--- src/rtl/mem_access_ctrl.sv ---
// Load/store access controller in front of a word-wide Data_Memory: byte/half/word requests,
// read-modify-write for sub-word stores, extended load data. Optional address checking: MEM_ADDR_CHECK_EN.
module mem_access_ctrl #(
   parameter int unsigned MEMORY_DEPTH = 64,
   parameter int unsigned DATA_WIDTH   = 32,
   parameter logic [31:0] BASE_ADDR    = 32'h10010000
) (
   input  logic                  clk,
   input  logic                  reset,
   // Handshake: a request transfers on a rising edge where req_valid_i and req_ready_o are both 1;
   // ready is high only while idle, and request inputs are ignored at every other time.
   input  logic                  req_valid_i,
   output logic                  req_ready_o,
   input  logic                  req_write_i,
   input  logic [1:0]            req_size_i,
   input  logic                  req_unsigned_i,
   input  logic [DATA_WIDTH-1:0] req_addr_i,
   input  logic [DATA_WIDTH-1:0] req_wdata_i,
   output logic                  rsp_valid_o,
   output logic [DATA_WIDTH-1:0] rsp_rdata_o,
   output logic                  rsp_error_o,
   output logic                  mem_we_o,
   output logic [DATA_WIDTH-1:0] mem_addr_o,
   output logic [DATA_WIDTH-1:0] mem_wdata_o,
   input  logic [DATA_WIDTH-1:0] mem_rdata_i,
   output logic [1:0]            dbg_state
);

   typedef enum logic [1:0] {IDLE, RD, WR, RESP} state_t;

   state_t      state, next_state;
   logic        accept;
   logic        req_err;
   logic        lat_write;
   logic [1:0]  lat_size;
   logic        lat_unsigned;
   logic [1:0]  lat_lane;
   logic [31:0] lat_wdata;
   logic [31:0] rd_word;
   logic [7:0]  byte_sel;
   logic [15:0] half_sel;
   logic [31:0] load_ext;
   logic [31:0] merged;

   assign accept      = req_valid_i && (state == IDLE);
   assign req_ready_o = (state == IDLE);
   assign rsp_valid_o = (state == RESP);
   assign mem_we_o    = (state == WR);
   assign dbg_state   = state;

`ifdef MEM_ADDR_CHECK_EN
   localparam logic [32:0] ADDR_LIMIT = {1'b0, BASE_ADDR} + 33'(4 * MEMORY_DEPTH);

   always_comb begin
      req_err = 1'b0;
      if (req_addr_i < BASE_ADDR)                       req_err = 1'b1;
      if ({1'b0, req_addr_i} >= ADDR_LIMIT)             req_err = 1'b1;
      if (req_size_i == 2'b01 && req_addr_i[0])         req_err = 1'b1;
      if (req_size_i == 2'b10 && req_addr_i[1:0] != 0)  req_err = 1'b1;
      if (req_size_i == 2'b11)                          req_err = 1'b1;
   end
`else
   assign req_err = 1'b0;
`endif

   always_ff @(posedge clk or posedge reset) begin
      if (reset) state <= IDLE;
      else       state <= next_state;
   end

   always_comb begin
      next_state = state;
      case (state)
         IDLE: begin
            if (accept) begin
               if (req_err)           next_state = RESP;
               else if (!req_write_i) next_state = RD;
               else if (req_size_i[1]) next_state = WR;
               else                   next_state = RD;
            end
         end
         RD:      next_state = lat_write ? WR : RESP;
         WR:      next_state = RESP;
         RESP:    next_state = IDLE;
         default: next_state = IDLE;
      endcase
   end

   // Lane select and extension of the word arriving during RD.
   always_comb begin
      byte_sel = mem_rdata_i[{lat_lane, 3'b000} +: 8];
      half_sel = mem_rdata_i[{lat_lane[1], 4'b0000} +: 16];
      load_ext = mem_rdata_i;
      case (lat_size)
         2'b00:   load_ext = {{24{~lat_unsigned & byte_sel[7]}}, byte_sel};
         2'b01:   load_ext = {{16{~lat_unsigned & half_sel[15]}}, half_sel};
         default: load_ext = mem_rdata_i;
      endcase
   end

   // Sub-word stores patch the captured word; word stores (size 1x) send the data unchanged.
   always_comb begin
      merged = rd_word;
      case (lat_size)
         2'b00:   merged[{lat_lane, 3'b000} +: 8]     = lat_wdata[7:0];
         2'b01:   merged[{lat_lane[1], 4'b0000} +: 16] = lat_wdata[15:0];
         default: merged = lat_wdata;
      endcase
      mem_wdata_o = (state == WR) ? merged : '0;
   end

   always_ff @(posedge clk or posedge reset) begin
      if (reset) begin
         lat_write    <= 1'b0;
         lat_size     <= 2'b00;
         lat_unsigned <= 1'b0;
         lat_lane     <= 2'b00;
         lat_wdata    <= '0;
         mem_addr_o   <= '0;
         rd_word      <= '0;
         rsp_rdata_o  <= '0;
         rsp_error_o  <= 1'b0;
      end else begin
         if (accept) begin
            lat_write    <= req_write_i;
            lat_size     <= req_size_i;
            lat_unsigned <= req_unsigned_i;
            lat_lane     <= req_addr_i[1:0];
            lat_wdata    <= req_wdata_i;
            mem_addr_o   <= {req_addr_i[31:2], 2'b00};
         end
         if (state == RD) rd_word <= mem_rdata_i;
         // Only a load leaving RD enters RESP with data; everything else clears it.
         rsp_rdata_o <= (state == RD && !lat_write) ? load_ext : '0;
         rsp_error_o <= accept & req_err;
      end
   end

endmodule

--- config.mk ---
export PLATFORM = sky130hd
export DESIGN_NAME = mem_access_ctrl
export DESIGN_NICKNAME = d
export VERILOG_FILES = /design/src/rtl/mem_access_ctrl.sv
export SDC_FILE = /design/constraint.sdc
export NUM_CORES = 1
export LEC_CHECK = 0
export CAP_MARGIN = 25
export CORE_AREA = 2 2 151 153
export DETAILED_ROUTE_END_ITERATION = 7
export DIE_AREA = 0 0 153 155
export PLACE_DENSITY = 0.52
export SETUP_SLACK_MARGIN = 0.05
export SLEW_MARGIN = 20
export SYNTH_ARGS = -nofsm -noshare
export SYNTH_HDL_FRONTEND = slang
export SYNTH_SLANG_ARGS = --single-unit
--- constraint.sdc ---
create_clock -name clk -period 5.7 [get_ports clk]
set_input_delay 1.14 -clock clk [delete_from_list [all_inputs] [get_ports clk]]
set_output_delay 1.14 -clock clk [all_outputs]
set_load 0.005 [all_outputs]
==> reports/metrics.csv, run 1 <==
metric,value,unit
status,"finished, final reports clean",
synthToLayoutAreaGrowth,42.7,%
hold_viol,0,
n_fill_cell,2139,
ys.flop_type,dfrtp_1,
die-area,0.0237,mm2
synthSimpleGateAreaFrac,9.51,%
utilization,42.0,%
cts_hold_buffers,0,
cts_made_buffers,17,
core.rowCount,55,
clock_latency,0.42,ns
routabilityCongestion,0.891,
synth.mux.area_fraction,20.2,%
synth_fa_ha_area_share,1.72,%
cts_root_buf,clkbuf_16,
yosysSeqAreaShare,51.3,%
pin_count,205,
synth_cells,568,
power,5.23,mW
synth_top_family_by_area,multiplexers,
grt_max_degree,103,
grt_pass1_vias,5536,
num_antenna_cells,0,
synthXorXnorAreaFrac,0,%
critPathMaxFanout,19,
cap_viol_max_count,0,
slew_violations,0,
yosys_warnings,0,
grt_pass1_wl,32800,um
cts_setup_buffers,0,
setup_tns,0,ns
detail_route.iter0.violations,393,
ys_ff_latch,134,
worst_setup_path_end_kind,output port,
fin_ws,1.44,ns
wl_per_cell,20.3,um
required,4.56,ns
setup_viol_count_final,0,
numPortBuffers,201,
coreArea,0.0222,mm2
yosysUniqueCellTypes,45,
place_ws,1.88,ns
power_density,560,mW/mm2
layout_common_cells,"clkdlybuf4s50_1 (201), dfrtp_1 (134), mux2_2 (108), nand2_1 (57), o21ai_0 (34)",
cts.repair.resized,0,
ant_nets,0,
die-height,155,um
gr-total-overflow,0,
rsz0062_at_grt,no,
drtPass1Iterations,6,
irDropWorstVdd,0.000253,V
final_net_count,868,
routed_via_density,5.03,
drive_above_1_share,20.8,%
cts_tree,yes,
clock-sinks,134,
tightestPinTransition,0.864,ns
finalCritPeriodShare,74.8,%
antenna_found_initial,0,
max_freq,235,MHz
multi_input_comb_area,0.00290,mm2
regArea,0.00335,mm2
syn_avg_cell_area,11.5,um2
dpl.hpwl,15900,um
min_period,4.26,ns
path_class,flop to output port,
path_clk_slew,0.06,ns
finalWirelength,21400,um
drc,0,
start_kind,flop,
hp-class,flop to flop,
crit_arrival,3.12,ns
power.static_leakage,3.86,nW
final_common_cell,clkdlybuf4s50_1,
synth_compound_area_share,12.8,%
skew,0.00846,ns
grt_usage,18.1,%
num_vias,5298,
relSlewSlack,42.4,%
dieWidth,153,um
cts_buffer_depth,2,
async_flop_share,100,%
synth_edf_count,0,
initial_core_util,29.4,%
htree_levels,4,
hold_ws,0.507,ns
syn-cell-area,0.00654,mm2
## power breakdown
part           internal [mW]  switching (mW)
Combinational           1.31            1.10
Sequential              1.39           0.393
Clock                  0.607           0.425
## worst paths after layout
check,from,end,slack (ns),depth (start not counted)
min in group asynchronous,reset,mem_addr_o[27],1.06,2
worst max register to register,dbg_state[0],lat_wdata[17],3.22,5
worst min register to register,lat_wdata[29],lat_wdata[29],0.51,1
max in group asynchronous,reset,rd_word[30],3.91,3
worst min-delay path,lat_wdata[29],lat_wdata[29],0.51,1
worst max-delay path,dbg_state[0],mem_wdata_o[31],1.44,5
## area by class of cell
cell class                 count  area share (%)
sequential                   134            35.9
multi-input combinational    377            31.1
timing repair buffer         210            22.5
clock buffer                  19            4.75
tap                          285            3.82
clock inverter                13            1.15
inverter                      16           0.697
## registers in the layout, indices dropped and copies added, names as in the netlist
register and count:
rsp_rdata_o 32, rd_word 32, mem_addr_o 30, lat_lane 2, lat_wdata 32, lat_write 1
dbg_state 2, lat_size 2, lat_unsigned 1
## kinds of logic (layout without fill, tap and decap cells)
kind of cell	Yosys count	after routing
AO/OA/AOI/OAI	120	120
adder cells (fa/ha/maj)	9	9
buffers and inverters	59	258
flip-flops	134	134
multiplexers	118	118
other	1	3
AND/OR/NAND/NOR	127	127
## through the flow
step,cell area [um2],cells
after global placement,8750,1021
after global routing,9330,1054
final,9330,1054
after floorplan,6550,570
after CTS,9300,1053
after detailed placement,8750,1021
## cells in the mapped netlist (2+ instances only)
master | instances | area [um2]
nand2b_1 | 2 | 12.5
nor3_2 | 2 | 20.0
buf_2 | 16 | 80.1
and4_1 | 2 | 17.5
clkbuf_1 | 14 | 52.6
a222oi_1 | 7 | 70.1
mux2_2 | 108 | 1220
a22o_1 | 2 | 17.5
nand3b_1 | 7 | 52.6
nand3_1 | 2 | 10.0
buf_1 | 3 | 11.3
nor2b_1 | 12 | 75.1
dfrtp_1 | 134 | 3350
ha_1 | 9 | 113
inv_1 | 16 | 60.1
a221oi_1 | 17 | 149
buf_6 | 4 | 45.0
buf_4 | 5 | 37.5
nor3_1 | 2 | 10.0
nand2_1 | 58 | 218
mux2i_1 | 9 | 90.1
o21ai_0 | 34 | 170
o211ai_1 | 7 | 52.6
o221ai_1 | 16 | 140
nor2_1 | 29 | 109
a21oi_1 | 31 | 155
nand2b_2 | 2 | 17.5
## critical path, stage by stage, from the launching register on
cell             delay, ns
dfrtp_1               0.43
inv_1                 0.10
ha_1                  0.72
nand3_1               0.48
o211ai_1              0.40
clkdlybuf4s50_1       0.56
## metal layers
| layer | global-route usage (%) | up-vias | part of all wire, % |
|---|---|---|---|
| met3 | 5.49 | 23 | 7.6 |
| met4 | 4.98 | 0 | 1.2 |
| li1 | - | 2420 | - |
| met1 | 23.1 | 2627 | 42 |
| met2 | 30.1 | 228 | 49 |
| met5 | 0 | - | 0 |
No activity file was read; power rests on OpenSTA's default activity.
==> inputs of run 2 (changes only) <==
PLACE_DENSITY = 0.54   (was 0.52)
clock period = 3.85 ns   (was 5.7 ns; I/O delays follow)
==> run 2 against run 1 <==
- clock power is 69% higher
- critical path depth increased by 1
- combinational power up 51%
- worst setup slack worse by 1.2 ns
- global-route usage is 0.12 points lower
- clock skew decreased by 0.0013 ns
- die area unchanged
- clock-buffer cell count is 1 higher
- hold slack worse by 0.0017 ns
- non-clock buffer count is 7 higher
- routed wire length up 0.65%
- register-to-register slack got worse by 1.5 ns
- largest power group unchanged
==> reports/metrics.csv, run 2 (synthesized netlist as in run 1, its figures left out) <==
metric,value,unit,change
status,"finished, final reports clean",,unchanged
cts_tree,yes,,unchanged
wl_per_cell,20.3,um,about the same
relSlewSlack,44.6,%,was 42.4%
num_vias,5327,,was 5298
max_stage_delay,0.52,ns,was 0.72 ns
cp_num_buf_inv,2,,unchanged
worst_path_max_delay_cell,clkdlybuf4s50_1,,was ha_1
layout_common_cells,"clkdlybuf4s50_1 (201), dfrtp_1 (133), mux2_2 (108), nand2_1 (57), o21ai_0 (34)",,"was clkdlybuf4s50_1 (201), dfrtp_1 (134), mux2_2 (108), nand2_1 (57), o21ai_0 (34)"
r2r_end,rsp_rdata_o[19],,was lat_wdata[17]
min_from,mem_addr_o[29],,was lat_wdata[29]
skew,0.00711,ns,was 0.00846 ns
n_fill_cell,2088,,was 2139
final_net_count,875,,was 868
cts_made_buffers,17,,unchanged
cts_buffer_depth,2,,unchanged
detail_route.iter0.violations,330,,was 393
die-area,0.0237,mm2,unchanged
startpoint,lat_lane[1],,was dbg_state[0]
utilization,42.7,%,was 42.0%
crit_arrival,2.87,ns,was 3.12 ns
start_kind,flop,,unchanged
hold_viol,0,,unchanged
path_clk_slew,0.06,ns,about the same
hold_end,mem_addr_o[29],,was lat_wdata[29]
clock_latency,0.42,ns,about the same
irDropWorstVdd,0.000393,V,was 0.000253 V
drtPass1Iterations,7,,was 6
final_common_cell,clkdlybuf4s50_1,,unchanged
routed_via_density,5.02,,was 5.03
min_period,3.64,ns,
gr-total-overflow,0,,unchanged
coreArea,0.0222,mm2,unchanged
grt_max_degree,56,,was 103
core.rowCount,55,,unchanged
min_path_cells,1,,unchanged
rsz0062_at_grt,no,,unchanged
pin_count,205,,unchanged
cp_top_family,buffers and inverters,,was adder cells
required,3.08,ns,was 4.56 ns
antenna_found_initial,0,,unchanged
crit_chain,buf_4 > ha_1 > and4_1 > a221oi_1 > nor2_1 > clkdlybuf4s50_1,,was inv_1 > ha_1 > nand3_1 > o211ai_1 > clkdlybuf4s50_1
initial_core_util,29.4,%,unchanged
drive_above_1_share,21.8,%,was 20.8%
ant_nets,0,,unchanged
dp.cells,1029,,was 1021
power_density,841,mW/mm2,was 560 mW/mm2
setup_viol_count_final,0,,unchanged
path_class,flop to output port,,unchanged
critPathMaxFanout,43,,was 19
numPortBuffers,201,,unchanged
cp_num_cells,6,,was 5
finalWirelength,21600,um,was 21400 um
cap_viol_max_count,0,,unchanged
largestRegisters,"lat_wdata (32), rd_word (32), rsp_rdata_o (32)",,unchanged
tightestPinTransition,0.829,ns,was 0.864 ns
routabilityCongestion,0.908,,was 0.891
dieWidth,153,um,unchanged
r2r_slack,1.74,ns,was 3.22 ns
die-height,155,um,unchanged
timing.rr.start,dbg_state[1],,was dbg_state[0]
r2r_cells,7,,was 5
htree_levels,4,,unchanged
num_antenna_cells,0,,unchanged
drc,0,,unchanged
fin_cells,1061,,was 1054
hp-class,flop to flop,,unchanged
grt_usage,18.0,%,was 18.1%
cts_hold_buffers,0,,unchanged
cts_root_buf,clkbuf_16,,unchanged
grt_pass1_wl,32500,um,was 32800 um
clock-sinks,134,,unchanged
synthToLayoutAreaGrowth,45.1,%,was 42.7%
slew_violations,0,,unchanged
worst_setup_path_end_kind,output port,,unchanged
power.static_leakage,3.94,nW,was 3.86 nW
grt_pass1_vias,5527,,was 5536
finalCritPeriodShare,94.4,%,
max_freq,275,MHz,
dpl.hpwl,16300,um,was 15900 um
setup_tns,0,ns,unchanged
[run 2: final cells by class]
type	count	area (um2)	area share, %
sequential	134	3350	35.4
clock inverter	12	175	1.85
inverter	16	63.8	0.673
timing repair buffer	217	2170	22.9
tap	285	357	3.76
multi-input combinational	377	2910	30.7
clock buffer	20	457	4.81
[run 2: worst register-to-register path: stages (launching register included)]
cell     delay, ns
dfrtp_1       0.41
inv_1         0.11
ha_1          0.16
buf_4         0.40
nor2b_1       0.22
and2_1        0.53
nand2_1       0.14
nand2_1       0.09
[run 2: per-layer routing]
layer	routed length (um)	up-vias	global-route usage [%]
met3	1450	20	5.43
met4	280	0	4.45
li1	-	2427	-
met1	9370	2658	23.4
met2	10500	222	29.6
met5	0	-	0
[run 2: how the worst max path moves through the flow]
stage               slack, ns              end
floorplan                1.38  mem_wdata_o[10]
global placement         0.57  mem_wdata_o[29]
detailed placement       0.49  mem_wdata_o[26]
CTS                      0.14  mem_wdata_o[26]
global route             0.05  mem_wdata_o[26]
finish                   0.21  mem_wdata_o[18]
[run 2: power breakdown]
part           switching (mW)  internal (mW)
clock                   0.620           1.12
sequential              0.557           2.06
combinational            1.66           1.97
[run 2: per-stage QoR]
stage / setup WS, ns / hold slack [ns] / power, mW / area [um2]
2_1_floorplan: 1.38 / 0.479 / 4.55 / 6550
3_3_place_gp: 0.567 / 0.489 / 6.16 / 8850
3_5_place_dp: 0.486 / 0.491 / 6.25 / 8850
4_1_cts: 0.137 / 0.506 / 8.03 / 9480
5_1_grt: 0.0515 / 0.527 / 8.44 / 9490
6_report: 0.214 / 0.505 / 7.98 / 9490
[run 2: timing repair]
item	in CTS	in global routing
endpoints found under the setup margin	1	6
setup buffers	0	0
pin swaps	0	1
gates resized for setup	1	1
